[config.mk]
export PLATFORM = sky130hd
export DESIGN_NAME = fft8_seq
export DESIGN_NICKNAME = d
export VERILOG_FILES = /design/src/rtl/fft8_pkg.sv /design/src/rtl/fft8_cmul.sv /design/src/rtl/fft8_seq.sv
export SDC_FILE = /design/constraint.sdc
export NUM_CORES = 2
export LEC_CHECK = 0
export ABC_AREA = 1
export CORE_MARGIN = 10
export CORE_UTILIZATION = 60
export DETAILED_ROUTE_END_ITERATION = 7
export GPL_TIMING_DRIVEN = 1
export PLACE_DENSITY_LB_ADDON = 0.15
export SKIP_CTS_REPAIR_TIMING = 1
export SLEW_MARGIN = 20
export SYNTH_ARGS = -nofsm -noshare
export SYNTH_HDL_FRONTEND = slang
export SYNTH_HIERARCHICAL = 1
export SYNTH_SLANG_ARGS = --single-unit
[constraint.sdc]
create_clock -name clk -period 15.1 [get_ports clk]
set_input_delay 3.02 -clock clk [delete_from_list [all_inputs] [get_ports clk]]
set_output_delay 3.02 -clock clk [all_outputs]
set_load 0.03 [all_outputs]
[src/rtl/fft8_pkg.sv]
// Shared widths, twiddle table and FSM states for the 8-point FFT sequencer.
package fft8_pkg;

  localparam int IW    = 12;
  localparam int QW    = 14;
  localparam int OW    = 20;
  localparam int SCALE = 10;

  localparam logic signed [4:0] W_R [0:3] = '{
    5'sd10, 5'sd7, 5'sd0, -5'sd7
  };
  localparam logic signed [4:0] W_I [0:3] = '{
    5'sd0, -5'sd7, -5'sd10, -5'sd7
  };

  typedef enum logic [1:0] {
    LOAD,
    BFLY,
    TWID,
    OUT
  } state_e;

  function automatic logic signed [QW-1:0] sx_q(
    input logic signed [IW-1:0] v
  );
    return {{(QW-IW){v[IW-1]}}, v};
  endfunction

  function automatic logic signed [OW-1:0] sx_o(
    input logic signed [QW-1:0] v
  );
    return {{(OW-QW){v[QW-1]}}, v};
  endfunction

endpackage

[src/rtl/fft8_cmul.sv]
// Combinational complex multiply of an odd sub-FFT bin by the x10 twiddle W_k.
import fft8_pkg::*;

module fft8_cmul (
  input  logic signed [QW-1:0] q_re,
  input  logic signed [QW-1:0] q_im,
  input  logic        [1:0]    k,
  output logic signed [OW-1:0] m_re,
  output logic signed [OW-1:0] m_im
);

  logic signed [OW-1:0] wr;
  logic signed [OW-1:0] wi;
  logic signed [OW-1:0] qr;
  logic signed [OW-1:0] qi;

  always_comb begin
    wr   = {{(OW-5){W_R[k][4]}}, W_R[k]};
    wi   = {{(OW-5){W_I[k][4]}}, W_I[k]};
    qr   = sx_o(q_re);
    qi   = sx_o(q_im);
    m_re = wr * qr - wi * qi;
    m_im = wr * qi + wi * qr;
  end

endmodule

[src/rtl/fft8_seq.sv]
// Serial-in/serial-out 8-point DIT FFT: load, 4-point butterflies,
// time-shared twiddle multiply, then natural-order output of 10x bins.
import fft8_pkg::*;

module fft8_seq (
  input  logic                 clk,
  input  logic                 rst,
  input  logic signed [IW-1:0] in_data,
  input  logic                 in_valid,
  output logic                 in_ready,
  output logic signed [OW-1:0] out_re,
  output logic signed [OW-1:0] out_im,
  output logic        [2:0]    out_idx,
  output logic                 out_valid,
  input  logic                 out_ready,
  output logic                 busy
);

  localparam logic signed [OW-1:0] TEN = OW'(SCALE);

  state_e state_q, state_d;
  logic [2:0] cnt_q, cnt_d;
  logic busy_q, busy_d;

  logic signed [IW-1:0] x_q [8];
  logic signed [IW-1:0] x_d [8];

  logic signed [QW-1:0] s_re_q [4];
  logic signed [QW-1:0] s_im_q [4];
  logic signed [QW-1:0] q_re_q [4];
  logic signed [QW-1:0] q_im_q [4];
  logic signed [QW-1:0] s_re_d [4];
  logic signed [QW-1:0] s_im_d [4];
  logic signed [QW-1:0] q_re_d [4];
  logic signed [QW-1:0] q_im_d [4];

  logic signed [OW-1:0] m_re_q [4];
  logic signed [OW-1:0] m_im_q [4];
  logic signed [OW-1:0] m_re_d [4];
  logic signed [OW-1:0] m_im_d [4];

  logic signed [QW-1:0] e0, e1, e2, e3;
  logic signed [QW-1:0] o0, o1, o2, o3;
  logic signed [OW-1:0] cm_re, cm_im;
  logic signed [OW-1:0] s10_re, s10_im;
  logic [1:0] k;

  assign k = cnt_q[1:0];

  fft8_cmul u_cmul (
    .q_re (q_re_q[k]),
    .q_im (q_im_q[k]),
    .k    (k),
    .m_re (cm_re),
    .m_im (cm_im)
  );

  always_comb begin
    e0 = sx_q(x_q[0]);
    e1 = sx_q(x_q[2]);
    e2 = sx_q(x_q[4]);
    e3 = sx_q(x_q[6]);
    o0 = sx_q(x_q[1]);
    o1 = sx_q(x_q[3]);
    o2 = sx_q(x_q[5]);
    o3 = sx_q(x_q[7]);
  end

  always_comb begin
    state_d = state_q;
    cnt_d   = cnt_q;
    x_d     = x_q;
    s_re_d  = s_re_q;
    s_im_d  = s_im_q;
    q_re_d  = q_re_q;
    q_im_d  = q_im_q;
    m_re_d  = m_re_q;
    m_im_d  = m_im_q;
    unique case (state_q)
      LOAD: begin
        if (in_valid) begin
          x_d[cnt_q] = in_data;
          cnt_d      = cnt_q + 3'd1;
          if (cnt_q == 3'd7) state_d = BFLY;
        end
      end
      BFLY: begin
        s_re_d[0] = e0 + e1 + e2 + e3;
        s_im_d[0] = '0;
        s_re_d[1] = e0 - e2;
        s_im_d[1] = e3 - e1;
        s_re_d[2] = e0 - e1 + e2 - e3;
        s_im_d[2] = '0;
        s_re_d[3] = e0 - e2;
        s_im_d[3] = e1 - e3;
        q_re_d[0] = o0 + o1 + o2 + o3;
        q_im_d[0] = '0;
        q_re_d[1] = o0 - o2;
        q_im_d[1] = o3 - o1;
        q_re_d[2] = o0 - o1 + o2 - o3;
        q_im_d[2] = '0;
        q_re_d[3] = o0 - o2;
        q_im_d[3] = o1 - o3;
        cnt_d     = '0;
        state_d   = TWID;
      end
      TWID: begin
        m_re_d[k] = cm_re;
        m_im_d[k] = cm_im;
        if (k == 2'd3) begin
          cnt_d   = '0;
          state_d = OUT;
        end else begin
          cnt_d = cnt_q + 3'd1;
        end
      end
      OUT: begin
        if (out_ready) begin
          cnt_d = cnt_q + 3'd1;
          if (cnt_q == 3'd7) state_d = LOAD;
        end
      end
      default: state_d = LOAD;
    endcase
    busy_d = (state_d != LOAD);
  end

  always_ff @(posedge clk or posedge rst) begin
    if (rst) begin
      state_q <= LOAD;
      cnt_q   <= '0;
      busy_q  <= 1'b0;
      for (int i = 0; i < 8; i++) x_q[i] <= '0;
      for (int i = 0; i < 4; i++) begin
        s_re_q[i] <= '0;
        s_im_q[i] <= '0;
        q_re_q[i] <= '0;
        q_im_q[i] <= '0;
        m_re_q[i] <= '0;
        m_im_q[i] <= '0;
      end
    end else begin
      state_q <= state_d;
      cnt_q   <= cnt_d;
      busy_q  <= busy_d;
      x_q     <= x_d;
      s_re_q  <= s_re_d;
      s_im_q  <= s_im_d;
      q_re_q  <= q_re_d;
      q_im_q  <= q_im_d;
      m_re_q  <= m_re_d;
      m_im_q  <= m_im_d;
    end
  end

  // Upper half of the spectrum reuses the same S/M pair with M negated.
  always_comb begin
    s10_re    = sx_o(s_re_q[k]) * TEN;
    s10_im    = sx_o(s_im_q[k]) * TEN;
    out_re    = '0;
    out_im    = '0;
    out_idx   = '0;
    out_valid = 1'b0;
    if (state_q == OUT) begin
      out_valid = 1'b1;
      out_idx   = cnt_q;
      if (cnt_q[2]) begin
        out_re = s10_re - m_re_q[k];
        out_im = s10_im - m_im_q[k];
      end else begin
        out_re = s10_re + m_re_q[k];
        out_im = s10_im + m_im_q[k];
      end
    end
  end

  assign in_ready = (state_q == LOAD);
  assign busy     = busy_q;

endmodule

==> flow_summary_export.csv <==
group,metric,value,unit
outcome,status,"finished clean",
worst_setup_path,cp.arrival,6.81,ns
finish,antenna_cells,0,
global_route,grt_max_degree,164,
route,ant_nets,0,
route,vias,32475,
floorplanning,rows,94,
yosys,synthTopCellsByArea,"dfrtp_1 25%, fa_1 18%, ha_1 12%",
place,place_area,40800,um2
global_route,antenna_found_initial,2,
floorplanning,core,65630,um2
timing,max_freq,0.1017,GHz
yosys,synth.top_cell.area_share,24.88,%
yosys,syn-cell-area,39640,um2
global_route,overflow,0,
worst_setup_path,end_kind,"output pin",
route,wl,101.3,mm
clocking,clk_path_buf_depth,3,
yosys,async_flop_share,100.0,%
floorplanning,die_width,277.0,um
timing,fin_crit,9.829,ns
floorplanning,die-height,277.0,um
clocking,tritoncts,"done",
route,wl_per_cell,17.11,um
route,drt-initial-drc-count,2694,
finish,multi_input_area,25750,um2
timing,min_period_over_period,65.09,%
finish,fillCellCount,5771,
run,drv_cap,0,
finish,final_net_count,5768,
clocking,cts_root_buf,"clkbuf_16",
route,drc,0,
worst_setup_path,r2r-start,"cnt_q[1]$_DFFE_PP0P_",
finish,register_area,9866,um2
finish,drive_gt1_share,5.279,%
yosys,yosysSeqAreaShare,24.88,%
place,hpwl,78.24,mm
route,viasPerCell,5.484,
worst_setup_path,crit_start,"cnt_q[0]$_DFFE_PP0P_",
yosys,synth_edf_count,0,
yosys,synth-warning-count,6,
worst_setup_path,startpoint_type,"flip-flop",
yosys,synth.distinct_cells,55,
clocking,cts_num_sinks,394,
yosys,synth_ff_type,"dfrtp_1",
yosys,avgSynthCellArea,7.827,um2
place,place_worst_setup_slack,6.035,ns
timing,worst_pin_slew,1.126,ns
yosys,ys_ff_latch,394,
timing,setup_viol,0,
timing,slew_violations,0,
global_route,grt_pass1_wl,167.6,mm
clocking,insertion_delay,0.62,ns
timing,grt_setup_unrepaired,"no",
floorplanning,num_io_pins,62,
finish,area_growth,7.478,%
route,drtPass1Iterations,7,
timing,holdWs,0.4783,ns
floorplanning,initial_core_util,60.39,%
place,place_congestion,0.9494,
worst_setup_path,path_max_fanout,68,
clocking,cts-htree-levels,2,
yosys,synth_area_leader_cell,"dfrtp_1",
min_path,hold_path_class,"flip-flop to flip-flop",
min_path,worstHoldStart,"m_im_q[70]$_DFFE_PP0P_",
timing,timing.final.ws_setup,5.271,ns
clocking,clkTransAtPathRegs,0.06,ns
timing,slew_headroom,24.16,%
clocking,cts_buffers,46,
timing,tns,0,ns
worst_setup_path,crit_required,12.08,ns
place,portBuffers,61,
yosys,synth_cells,5064,
timing,skew,0.06835,ns
global_route,grt_pass1_vias,31886,
global_route,grt_usage,26.36,%
yosys,synth_nets,5812,
worst_setup_path,crit_type,"flip-flop to output pin",
finish,finish.instance_area,42600,um2
timing,finalHoldViolCount,0,
floorplanning,dieArea,76740,um2
[synth_stat cells (100+ instances only)]
cell type and instances:
nand2_1 1026, inv_1 869, o21ai_0 539, dfrtp_1 394, ha_1 378, fa_1 354
nor2_1 351, a21oi_1 308, nand3_1 140, clkbuf_1 128, or2_2 120, xor2_1 100
[metrics by stage]
step           util, %  instances
6_report         64.91       5922
5_1_grt          64.91       5922
4_1_cts          64.87       5921
3_5_place_dp     62.17       5835
3_3_place_gp     62.17       5835
2_1_floorplan        -       5064
[layout by cell type (no fill, tap or decap), types with 6 or more instances in the layout]
cell and instances:
a31oi_1 25, inv_1 867, nand2_1 1022, a21oi_2 6
xnor2_1 31, o22ai_1 9, fa_1 354, a221oi_1 8
nand3b_1 6, a21o_1 12, nand2_2 13, nand4_1 21
a32oi_1 34, a211oi_1 7, clkbuf_16 46, dfrtp_1 391
nor4_1 10, ha_1 377, xor2_1 100, buf_4 21
clkdlybuf4s50_1 61, nand3_1 140, o21bai_1 19, a21oi_1 308
nor3_1 22, bufinv_16 12, o21ai_0 539, o21ai_1 24
or2_2 120, nor2_1 351, o211ai_1 13, clkinv_2 9
[flip-flops by register name, summed over array words and instances (netlist names), 3 cells and up]
signal,cells
m_im_q,80
m_re_q,80
q_re_q,41
s_re_q,41
q_im_q,25
s_im_q,25
e0,12
e1,12
e2,12
e3,12
o0,12
o1,12
o2,12
o3,12
cnt_q,3
[cell families (layout without fill, tap and decap cells)]
group / count (synthesis) / after routing / synth area share, %
buffers and inverters: 1054 / 1048 / 10.18
DFF: 394 / 394 / 24.88
xor gates and xnor gates: 132 / 132 / 2.955
and+or+nand+nor: 1720 / 1720 / 18.03
adders and majority gates: 732 / 732 / 29.81
muxes: 3 / 3 / 0.07577
AOI/OAI and AO/OA: 1029 / 1029 / 14.07
[worst max-delay path, cell delays in order, from the launching register on]
cell and delay [ns]:
dfrtp_4 0.84, inv_4 0.44, o21ai_0 0.73, ha_1 0.36, ha_1 0.23, fa_1 0.51, nand3_1 0.17, nand3_1 0.11
nand2_1 0.09, nand2_1 0.07, a21oi_2 0.15, xor2_1 0.11, ha_1 0.44, nand2_1 0.12, nor4_1 0.28, nand2_1 0.10
nand4_1 0.12, a21oi_1 0.08, o21ai_0 0.31, a21oi_1 0.13, nor2_1 0.11, clkdlybuf4s50_1 0.67
[metal layers]
layer | vias to the layer above | global-route usage (%) | routed length, um
met5 | - | 0 | 0
met4 | 0 | 5.868 | 2141
li1 | 15919 | - | -
met3 | 118 | 2.974 | 6001
met1 | 15560 | 37.26 | 46500
met2 | 878 | 42.94 | 46690
[worst paths after layout]
check,endpoint,slack (ns),cells past startpoint
max,out_re[19],5.27,21
min,m_im_q[70]$_DFFE_PP0P_,0.48,2
max reg2reg,m_im_q[39]$_DFFE_PP0P_,7.14,26
min reg2reg,m_im_q[70]$_DFFE_PP0P_,0.48,2
max in group asynchronous,cnt_q[0]$_DFFE_PP0P_,10.67,3
min in group asynchronous,o0[10]$_DFFE_PP0P_,2.91,2
[layout make-up]
cell class	count	share of cell area (%)
Inverter	878	7.775
Timing Repair Buffer	84	1.915
Tap cell	864	2.538
Clock inverter	31	1.286
Multi-Input combinational cell	3616	60.45
Clock buffer	55	2.875
Sequential cell	394	23.16
Power is not shown: default switching activity piles up to over one toggle a cycle in this logic, so the estimate is an artifact.
